--- src/rtl/execute_stage2.sv ---
// execute_stage2: stage-2 controller of the pipelined BPF CPU.
// Registers ALU/operand controls and A/X writeback selects for stage 3,
// sequences multi-cycle packet-memory loads and stalls stage 1 while one
// is outstanding.
// Optional feature macro: MEM_TIMEOUT_EN (abort a load after TIMEOUT_CYCLES
// WAIT cycles without rd_ready, pulsing mem_err).
//
// state  | meaning
// -------+-----------------------------------------------
// S_RUN  | ready to accept an instruction from stage 1
// S_WAIT | packet load outstanding, stage 1 stalled
module execute_stage2 #(
  parameter int SEL_W          = 3,
  parameter int ALU_W          = 4,
  parameter int TIMEOUT_CYCLES = 255
) (
  input  logic             clk,
  input  logic             rst,
  input  logic             valid_in,
  input  logic [SEL_W-1:0] A_sel_in,
  input  logic             A_en_in,
  input  logic [SEL_W-1:0] X_sel_in,
  input  logic             X_en_in,
  input  logic [ALU_W-1:0] ALU_sel_in,
  input  logic             B_sel_in,
  input  logic             is_load_in,
  input  logic [1:0]       ld_width_in,
  input  logic             rd_ready,
  output logic             stall,
  output logic             rd_en,
  output logic [1:0]       rd_width,
  output logic [ALU_W-1:0] ALU_sel,
  output logic             B_sel,
  output logic [SEL_W-1:0] A_sel,
  output logic             A_en,
  output logic [SEL_W-1:0] X_sel,
  output logic             X_en,
  output logic             mem_err
);

  typedef enum logic {S_RUN = 1'b0, S_WAIT = 1'b1} state_t;

  state_t           r_state;
  state_t           w_state_nxt;
  logic             w_accept;
  logic             w_done;
  logic             w_abort;
  logic [1:0]       w_ld_width;

  logic [ALU_W-1:0] r_alu_sel;
  logic             r_b_sel;
  logic [SEL_W-1:0] r_a_sel;
  logic             r_a_en;
  logic [SEL_W-1:0] r_x_sel;
  logic             r_x_en;
  logic             r_rd_en;
  logic [1:0]       r_rd_width;
  logic             r_mem_err;

  // fields of the outstanding load, applied when the read completes
  logic [ALU_W-1:0] r_l_alu_sel;
  logic             r_l_b_sel;
  logic [SEL_W-1:0] r_l_a_sel;
  logic             r_l_a_en;
  logic [SEL_W-1:0] r_l_x_sel;
  logic             r_l_x_en;
  logic [15:0]      r_cnt;

  // accept/complete/abort qualifiers derived from the state register
  always_comb begin
    w_accept   = valid_in && (r_state == S_RUN);
    w_done     = (r_state == S_WAIT) && rd_ready;
    // reserved width code 3 is issued to memory as a word access
    w_ld_width = (ld_width_in == 2'd3) ? 2'd2 : ld_width_in;
`ifdef MEM_TIMEOUT_EN
    w_abort    = (r_state == S_WAIT) && !rd_ready &&
                 (r_cnt == 16'(TIMEOUT_CYCLES - 1));
`else
    w_abort    = 1'b0;
`endif
  end

  // next-state logic
  always_comb begin
    w_state_nxt = r_state;
    case (r_state)
      S_RUN:   if (w_accept && is_load_in) w_state_nxt = S_WAIT;
      S_WAIT:  if (w_done || w_abort)      w_state_nxt = S_RUN;
      default: w_state_nxt = S_RUN;
    endcase
  end

  // state register
  always_ff @(posedge clk) begin
    if (rst) r_state <= S_RUN;
    else     r_state <= w_state_nxt;
  end

  // output, latch and wait-counter registers
  always_ff @(posedge clk) begin
    if (rst) begin
      r_alu_sel   <= '0;
      r_b_sel     <= 1'b0;
      r_a_sel     <= '0;
      r_a_en      <= 1'b0;
      r_x_sel     <= '0;
      r_x_en      <= 1'b0;
      r_rd_en     <= 1'b0;
      r_rd_width  <= 2'd0;
      r_mem_err   <= 1'b0;
      r_l_alu_sel <= '0;
      r_l_b_sel   <= 1'b0;
      r_l_a_sel   <= '0;
      r_l_a_en    <= 1'b0;
      r_l_x_sel   <= '0;
      r_l_x_en    <= 1'b0;
      r_cnt       <= 16'd0;
    end else begin
      r_mem_err <= 1'b0;
      if (r_state == S_RUN) begin
        r_a_en <= 1'b0;
        r_x_en <= 1'b0;
        if (w_accept && !is_load_in) begin
          r_alu_sel <= ALU_sel_in;
          r_b_sel   <= B_sel_in;
          r_a_sel   <= A_sel_in;
          r_a_en    <= A_en_in;
          r_x_sel   <= X_sel_in;
          r_x_en    <= X_en_in;
        end else if (w_accept) begin
          r_rd_en     <= 1'b1;
          r_rd_width  <= w_ld_width;
          r_l_alu_sel <= ALU_sel_in;
          r_l_b_sel   <= B_sel_in;
          r_l_a_sel   <= A_sel_in;
          r_l_a_en    <= A_en_in;
          r_l_x_sel   <= X_sel_in;
          r_l_x_en    <= X_en_in;
          r_cnt       <= 16'd0;
        end
      end else begin
        if (w_done) begin
          r_rd_en   <= 1'b0;
          r_alu_sel <= r_l_alu_sel;
          r_b_sel   <= r_l_b_sel;
          r_a_sel   <= r_l_a_sel;
          r_a_en    <= r_l_a_en;
          r_x_sel   <= r_l_x_sel;
          r_x_en    <= r_l_x_en;
        end else if (w_abort) begin
          r_rd_en   <= 1'b0;
          r_mem_err <= 1'b1;
        end else begin
          r_cnt <= r_cnt + 16'd1;
        end
      end
    end
  end

  assign stall    = (r_state == S_WAIT);
  assign rd_en    = r_rd_en;
  assign rd_width = r_rd_width;
  assign ALU_sel  = r_alu_sel;
  assign B_sel    = r_b_sel;
  assign A_sel    = r_a_sel;
  assign A_en     = r_a_en;
  assign X_sel    = r_x_sel;
  assign X_en     = r_x_en;

`ifdef MEM_TIMEOUT_EN
  assign mem_err  = r_mem_err;
`else
  // without the timeout the pulse register never sets; the port reads 0
  logic [15:0] w_unused_tc;
  logic        w_unused_err;
  assign w_unused_tc  = 16'(TIMEOUT_CYCLES);
  assign w_unused_err = r_mem_err;
  assign mem_err      = 1'b0;
`endif

endmodule

--- config.mk ---
export PLATFORM = sky130hd
export DESIGN_NAME = execute_stage2
export DESIGN_NICKNAME = d
export VERILOG_FILES = /design/src/rtl/execute_stage2.sv
export SDC_FILE = /design/constraint.sdc
export NUM_CORES = 1
export LEC_CHECK = 0
export CAP_MARGIN = 15
export CORE_AREA = 2 2 49 60
export CTS_BUF_LIST = sky130_fd_sc_hd__clkbuf_2
export DETAILED_ROUTE_END_ITERATION = 6
export DIE_AREA = 0 0 51 62
export PLACE_DENSITY = 0.83
export SETUP_SLACK_MARGIN = 0.02
export SYNTH_ARGS = -nofsm -noshare
export SYNTH_HDL_FRONTEND = slang
export SYNTH_SLANG_ARGS = --single-unit
--- constraint.sdc ---
create_clock -name clk -period 2.9 [get_ports clk]
set_clock_uncertainty 0.05 [all_clocks]
set_input_delay 0.87 -clock clk [delete_from_list [all_inputs] [get_ports clk]]
set_output_delay 0.87 -clock clk [all_outputs]
set_load 0.01 [all_outputs]
* Word-level counts from Yosys, hierarchy flattened
Cells that the tools add are included.
** Word-level totals
- Register bits after elaboration :: 30
- Bits in latches :: 0
- Memory bits (writable) :: 0
- Bits in read-only memories :: 0
- Logic and storage cells :: 56
- Memories kept :: 0
** Cells by class
- $add $sub $neg :: 0
- Multipliers :: 0
- Divide/modulo/power cells :: 0
- Magnitude comparators :: 0
- Equality and inequality tests :: 3
- Shift operators :: 0
- Multiplexer cells :: 26
- Bitwise operators :: 2
- Reduce and logical (&&, ||, !) cells :: 10
** Operator list (count)
- 3-bit two-way mux :: 6
- 1-bit two-way mux :: 15
- 4-bit two-way mux :: 3
- 3-bit AND reduction :: 2
- 1-bit logical AND :: 4
- 2-bit nonzero test :: 2
- 2-bit == test, second input constant :: 1
- 2-bit two-way mux :: 1
- 2-bit by 1-bit inequality test with 1-bit output, second input constant :: 1
- 2-bit inequality test, second input constant :: 1
- 1-bit inverter :: 2
- 1-bit case mux with 2 select lines :: 1
- 2-bit AND reduction :: 1
- 1-bit zero test :: 1

* Logic depth before layout (Yosys ltp)
Gate-level depths: netlist of the first run.
- Depth in word-level cells :: 5
- Depth in mapped cells :: 5
- Depth with buffers taken out :: 3

* Least setup slack after synthesis of the first run
No wires, ideal clock.
- Path type :: in2reg
- Start point :: in is_load_in
- End point :: reg r_alu_sel[1] (netlist: ALU_sel[1])
- Library setup time :: 0.134 ns
- Arrival :: 1.737 ns
- Slack :: 0.979 ns
- Stages :: 4
- Buffers on the path :: 1
- Cell sequence :: or3b_1 -> buf_2 -> a221oi_1 -> a211oi_1
** On the way
- Cells in the longest elaborated chain, start to end :: 4
** Ends and longest elaborated chain
- start, declared :: line 26 : input logic is_load_in,
- 1-bit zero test :: line 123 : if (w_accept && !is_load_in) begin
- 1-bit logical AND :: line 123
- 2-bit nonzero test (no source line)
- 2-bit AND reduction (no source line)
- end signal, assigned :: line 124 : r_alu_sel <= ALU_sel_in;
- end signal, assigned :: line 144 : r_alu_sel <= r_l_alu_sel;
- end, declared :: line 50 : logic [ALU_W-1:0] r_alu_sel;
No other way between the ends.
A chain may end at the register's enable or synchronous reset.

* Worst setup path after layout of the first run
- Start point :: in valid_in
- End point :: reg r_b_sel (netlist: B_sel)
** On the way
- Cells in the longest elaborated chain, start to end :: 4
** Ends and longest elaborated chain
- start, declared :: line 19 : input logic valid_in,
- 1-bit logical AND :: line 71 : w_accept = valid_in && (r_state == S_RUN);
- 1-bit logical AND :: line 123
- 2-bit nonzero test (no source line)
- 2-bit AND reduction (no source line)
- end signal, assigned :: line 125 : r_b_sel <= B_sel_in;
- end signal, assigned :: line 145 : r_b_sel <= r_l_b_sel;
- end, declared :: line 51 : logic r_b_sel;
No other way between the ends.

==> reports/qor.yml, run 1 <==
outcome: "completed"
final_util_pct: 62.1
grt-ovfl-total: 0
die_x_um: 51
critical_path.max_fanout: 12
fin_tns_setup_ns: 0
dieArea_um2: 3160
yosysTopAreaCell: "dfxtp_1"
cts_hold_buffers: 0
clk_pin_slew_worst_paths_ns: 0.12
synth-edff-count: 0
io_pins: 38
grt_pass1_vias: 1034
synth-main-ff-cell: "dfxtp_1"
drt_iter0_drc: 23
insertedDiodeCount: 0
tritoncts: "built"
power.density_nw_per_um2: 474
clock_latency_ns: 0.37
wl_per_cell_um: 13.2
cts-root-buf: "clkbuf_2"
leakage_uw: 0.000593
fmax_mhz: 446
synth_top_area_share_pct: 47.2
slew_headroom_pct: 58.4
clockBufferDepth: 2
seq_area_frac_synth_pct: 47.2
portBuffers: 36
synth_common_cells: "dfxtp_1, nand2_1, a21oi_1"
worstSetupStartpoint: "valid_in"
grt_max_degree: 32
placed_area_um2: 1620
fin_total_pwr_uw: 782
hold_start: "ALU_sel[1]$_SDFFE_PP0P_"
routed_wl_um: 2840
htree_levels: 2
ys_async_sr_fraction_pct: 0
ys_top_cells_by_area: "dfxtp_1, nand2_1, a221oi_1"
hold_violations: 0
ys_types: 20
worstPathArrival_ns: 2.46
postSynthAreaPerCell_um2: 8.47
drive_above_1_share_pct: 5.52
viasPerCell: 5.25
num_rows: 21
post_cts_buffers: 0
rsz0062_at_grt: "no"
slew_violations: 0
ys_warn_count: 0
ys_seq_elements: 30
critical_path_required_ns: 3.12
ant_nets: 0
die_h_um: 62
max-vdd-ir-drop_mv: 0.385
start_util_pct: 47.9
final_cell_area_um2: 1650
setup_viol: 0
worstSetupStartpointType: "input port"
vias: 1129
gp_congestion: 0.743
worst_pin_slew_ns: 0.622
drc: 0
synth_area_um2: 1270
design.core.area_um2: 2650
post_cts_resized: 0
period_needed_ns: 2.24
synth.net_count: 170
nets: 202
dp_hpwl_um: 1990
worst_hold_path_type: "reg -> reg"
end_kind: "flop"
r2r_start: "stall$_SDFF_PP0_"
grtUsageTotal_pct: 19.2
crit_type: "in -> reg"
drt-pass1-iter-count: 5
syn_inst: 150
antenna_found_initial: 0
cts.sinks: 30
syn2layout_area_growth_pct: 29.7
cts_made_buffers: 5
grt_first_pass_wirelength_um: 4390
num-fill-cells: 227
cap_violations: 0
final.period_utilization_pct: 77.2
## placed cells by master (no fill, tap or decap), drive strengths merged
master / synthesis / final
nand2: 30 / 30
clkbuf: 6 / 5
and2: 1 / 1
clkinv: 0 / 1
nand3b: 2 / 2
dfxtp: 30 / 30
or3b: 1 / 1
conb: 1 / 1
a211oi: 11 / 11
and3b: 1 / 1
a221oi: 11 / 11
clkdlybuf4s50: 0 / 36
nor2b: 11 / 11
inv: 11 / 11
nor4bb: 2 / 2
nand2b: 1 / 1
nor2: 3 / 3
mux2: 2 / 2
a21oi: 19 / 19
buf: 7 / 2
## state kept, by name (all words and copies together) (netlist names), 2 cells and up
register     count
A_sel            3
rd_width         2
X_sel            3
r_l_alu_sel      4
r_l_x_sel        3
r_l_a_sel        3
ALU_sel          4
## critical path, cell delays in order
cell             delay (ns)
clkdlybuf4s50_1        0.52
or3b_1                 0.54
and2_4                 0.28
a211oi_1               0.26
## per-stage QoR
stage | instances | worst slack (ns) | hold slack (ns)
CTS | 215 | 0.674 | 0.416
global placement | 209 | 0.371 | 0.390
finish | 215 | 0.660 | 0.413
detailed placement | 209 | 0.304 | 0.397
floorplan | 150 | 0.979 | 0.383
global route | 215 | 0.597 | 0.438
## path summary, 6_finish.rpt
kind | endpoint | slack (ns) | cells after the start
max | B_sel$_SDFFE_PP0P_ | 0.66 | 4
max reg2reg | B_sel$_SDFFE_PP0P_ | 1.08 | 4
min reg2reg | ALU_sel[1]$_SDFFE_PP0P_ | 0.41 | 2
min | ALU_sel[1]$_SDFFE_PP0P_ | 0.41 | 2
## layout make-up
cell class	instances	area [µm²]	share of cell area, %
tap	34	42.5	2.58
multi-input combinational	96	561	34.0
clock inverter	1	3.75	0.228
clock buffer	5	25.0	1.52
timing repair buffer	38	375	22.8
inverter	11	41.3	2.50
sequential	30	601	36.4
## metal layers
metal	wire [µm]	GRT usage, %
met1	1220	20.3
met2	1440	35.1
met3	137	4.55
met4	40	11.6
met5	0	0
## cell families after synthesis
| logic type | Yosys count | synth area share (%) |
|---|---|---|
| AND/OR/NAND/NOR | 52 | 20.5 |
| AO/OA/AOI/OAI | 41 | 21.6 |
| buffers and inverters | 24 | 8.66 |
| other | 1 | 0.295 |
| multiplexers | 2 | 1.77 |
| flip-flops | 30 | 47.2 |
## report_power, final
| part | internal, µW | leakage (µW) | total, µW | switching, µW |
|---|---|---|---|---|
| Clock | 47.7 | 0.0000223 | 180 | 132 |
| Combinational | 81.7 | 0.000325 | 151 | 69.6 |
| Sequential | 438 | 0.000246 | 451 | 13.1 |
Note: power is estimated with default switching activity, not from simulation.
==> run 2, diff against run 1 <==
- CORE_AREA: 2 2 49 60 -> 2 2 50 62
- DIE_AREA: 0 0 51 62 -> 0 0 52 64
- PLACE_DENSITY: 0.83 -> 0.79
- clock period: 2.9 -> 2.1 ns (I/O delays scaled with it)
==> reports/qor.yml, run 2 (synthesis gave the netlist of run 1 again) <==
setup_viol: 0
fmax_mhz: 500
die_x_um: 52
design.core.area_um2: 2710
critical_path_required_ns: 1.42
end_kind: "output pin"
final.period_utilization_pct: 95.3
die_h_um: 64
path_cells: "clkdlybuf4s50_1"
clock_latency_ns: 0.35
dpl.cell_count: 215
rsz0062_at_grt: "no"
crit_path_top_delay_cell: "clkdlybuf4s50_1"
power.density_nw_per_um2: 650
worst_hold_path_type: "reg -> reg"
cts-root-buf: "clkbuf_2"
r2r-end: "X_sel[1]$_SDFFE_PP0P_"
grt-ovfl-total: 0
worstSetupStartpointType: "flop"
num-fill-cells: 239
post_cts_buffers: 0
cts.sinks: 30
dp_hpwl_um: 2140
hold_depth: 2
vias: 1155
cap_violations: 0
finalNonFillerCells: 223
fin_total_pwr_uw: 1110
cts_made_buffers: 5
r2r_start: "stall$_SDFF_PP0_"
antenna_found_initial: 0
wl_per_cell_um: 12.9
tritoncts: "built"
post_cts_resized: 1
ff2ff_path_depth: 3
htree_levels: 2
drc: 0
routed_wl_um: 2880
critical_path.max_fanout: 11
most-common-layout-cells: "clkdlybuf4s50_1, nand2_1, dfxtp_1"
cp_top_family: "buffers and inverters"
syn2layout_area_growth_pct: 34.4
crit_type: "reg -> out"
portBuffers: 36
num_rows: 21
grt_first_pass_wirelength_um: 4900
grt_pass1_vias: 1107
cts_hold_buffers: 0
drive_above_1_share_pct: 10.1
start_util_pct: 47.0
ant_nets: 0
max-vdd-ir-drop_mv: 0.478
worstPathArrival_ns: 1.32
grtUsageTotal_pct: 19.6
io_pins: 38
crit_buf_inv: 1
drt-pass1-iter-count: 4
hold_violations: 0
nets: 208
placed_area_um2: 1670
insertedDiodeCount: 0
drt_iter0_drc: 25
period_needed_ns: 2.00
gp_congestion: 0.755
final_cell_area_um2: 1710
hold_end: "X_sel[2]$_SDFFE_PP0P_"
clockBufferDepth: 2
grt_max_degree: 31
slew_violations: 0
layout_commonest_cell: "clkdlybuf4s50_1"
hold_start: "X_sel[2]$_SDFFE_PP0P_"
viasPerCell: 5.18
dieArea_um2: 3330
max_stage_delay_ns: 0.55
leakage_uw: 0.000630
outcome: "completed"
clk_pin_slew_worst_paths_ns: 0.14
holdWs_ns: 0.417
r2r_slack_ns: 0.47
==> run 2: changes by cell type in the layout (fill, tap and decap cells not counted), sizes merged <==
cell,delta
buf,+6
clkinv,+1
clkbuf,+1
==> run 2: per-stage QoR <==
| step | setup TNS (ns) | utilization (%) | setup WS, ns |
|---|---|---|---|
| detailed placement | -2.03 | 61.5 | -0.230 |
| floorplan | 0 | - | 0.419 |
| finish | 0 | 63.1 | 0.0994 |
| CTS | 0 | 63.0 | 0.0246 |
| global route | 0 | 63.1 | 0.0288 |
| global placement | -1.47 | 61.5 | -0.136 |
==> run 2: routing by layer <==
layer  global-route usage [%]  share of wire (%)  up-vias  routed length [µm]
met3                     3.74                4.1        7                 119
li1                         -                  -      587                   -
met4                     11.5                2.6        0                  75
met5                        0                  0        -                   0
met1                     22.1                 40      528                1170
met2                     33.2                 53       33                1520
==> run 2: worst max-delay path by stage <==
stage | from | end | slack [ns] | depth (start not counted)
final | stall$_SDFF_PP0_ | stall | 0.1 | 1
after global routing | stall$_SDFF_PP0_ | stall | 0.03 | 1
after CTS | stall$_SDFF_PP0_ | stall | 0.02 | 1
after detailed placement | valid_in | X_sel[1]$_SDFFE_PP0P_ | -0.23 | 4
after global placement | valid_in | X_sel[0]$_SDFFE_PP0P_ | -0.14 | 4
after floorplan | is_load_in | ALU_sel[1]$_SDFFE_PP0P_ | 0.42 | 4
==> run 2: area by class of cell <==
class	instances	area [µm²]	area share, %
Clock buffer	6	30.0	1.76
Clock inverter	2	8.76	0.513
Inverter	11	41.3	2.42
Multi-Input combinational cell	96	561	32.8
Sequential cell	30	604	35.4
Tap cell	34	42.5	2.49
Timing Repair Buffer	44	420	24.6
==> run 2: power by group <==
group / total [µW] / switching (µW) / internal [µW]
Combinational: 215 / 94.5 / 121
Clock: 271 / 189 / 81.8
Sequential: 624 / 20.2 / 604
Total: 1110 / 303 / 807
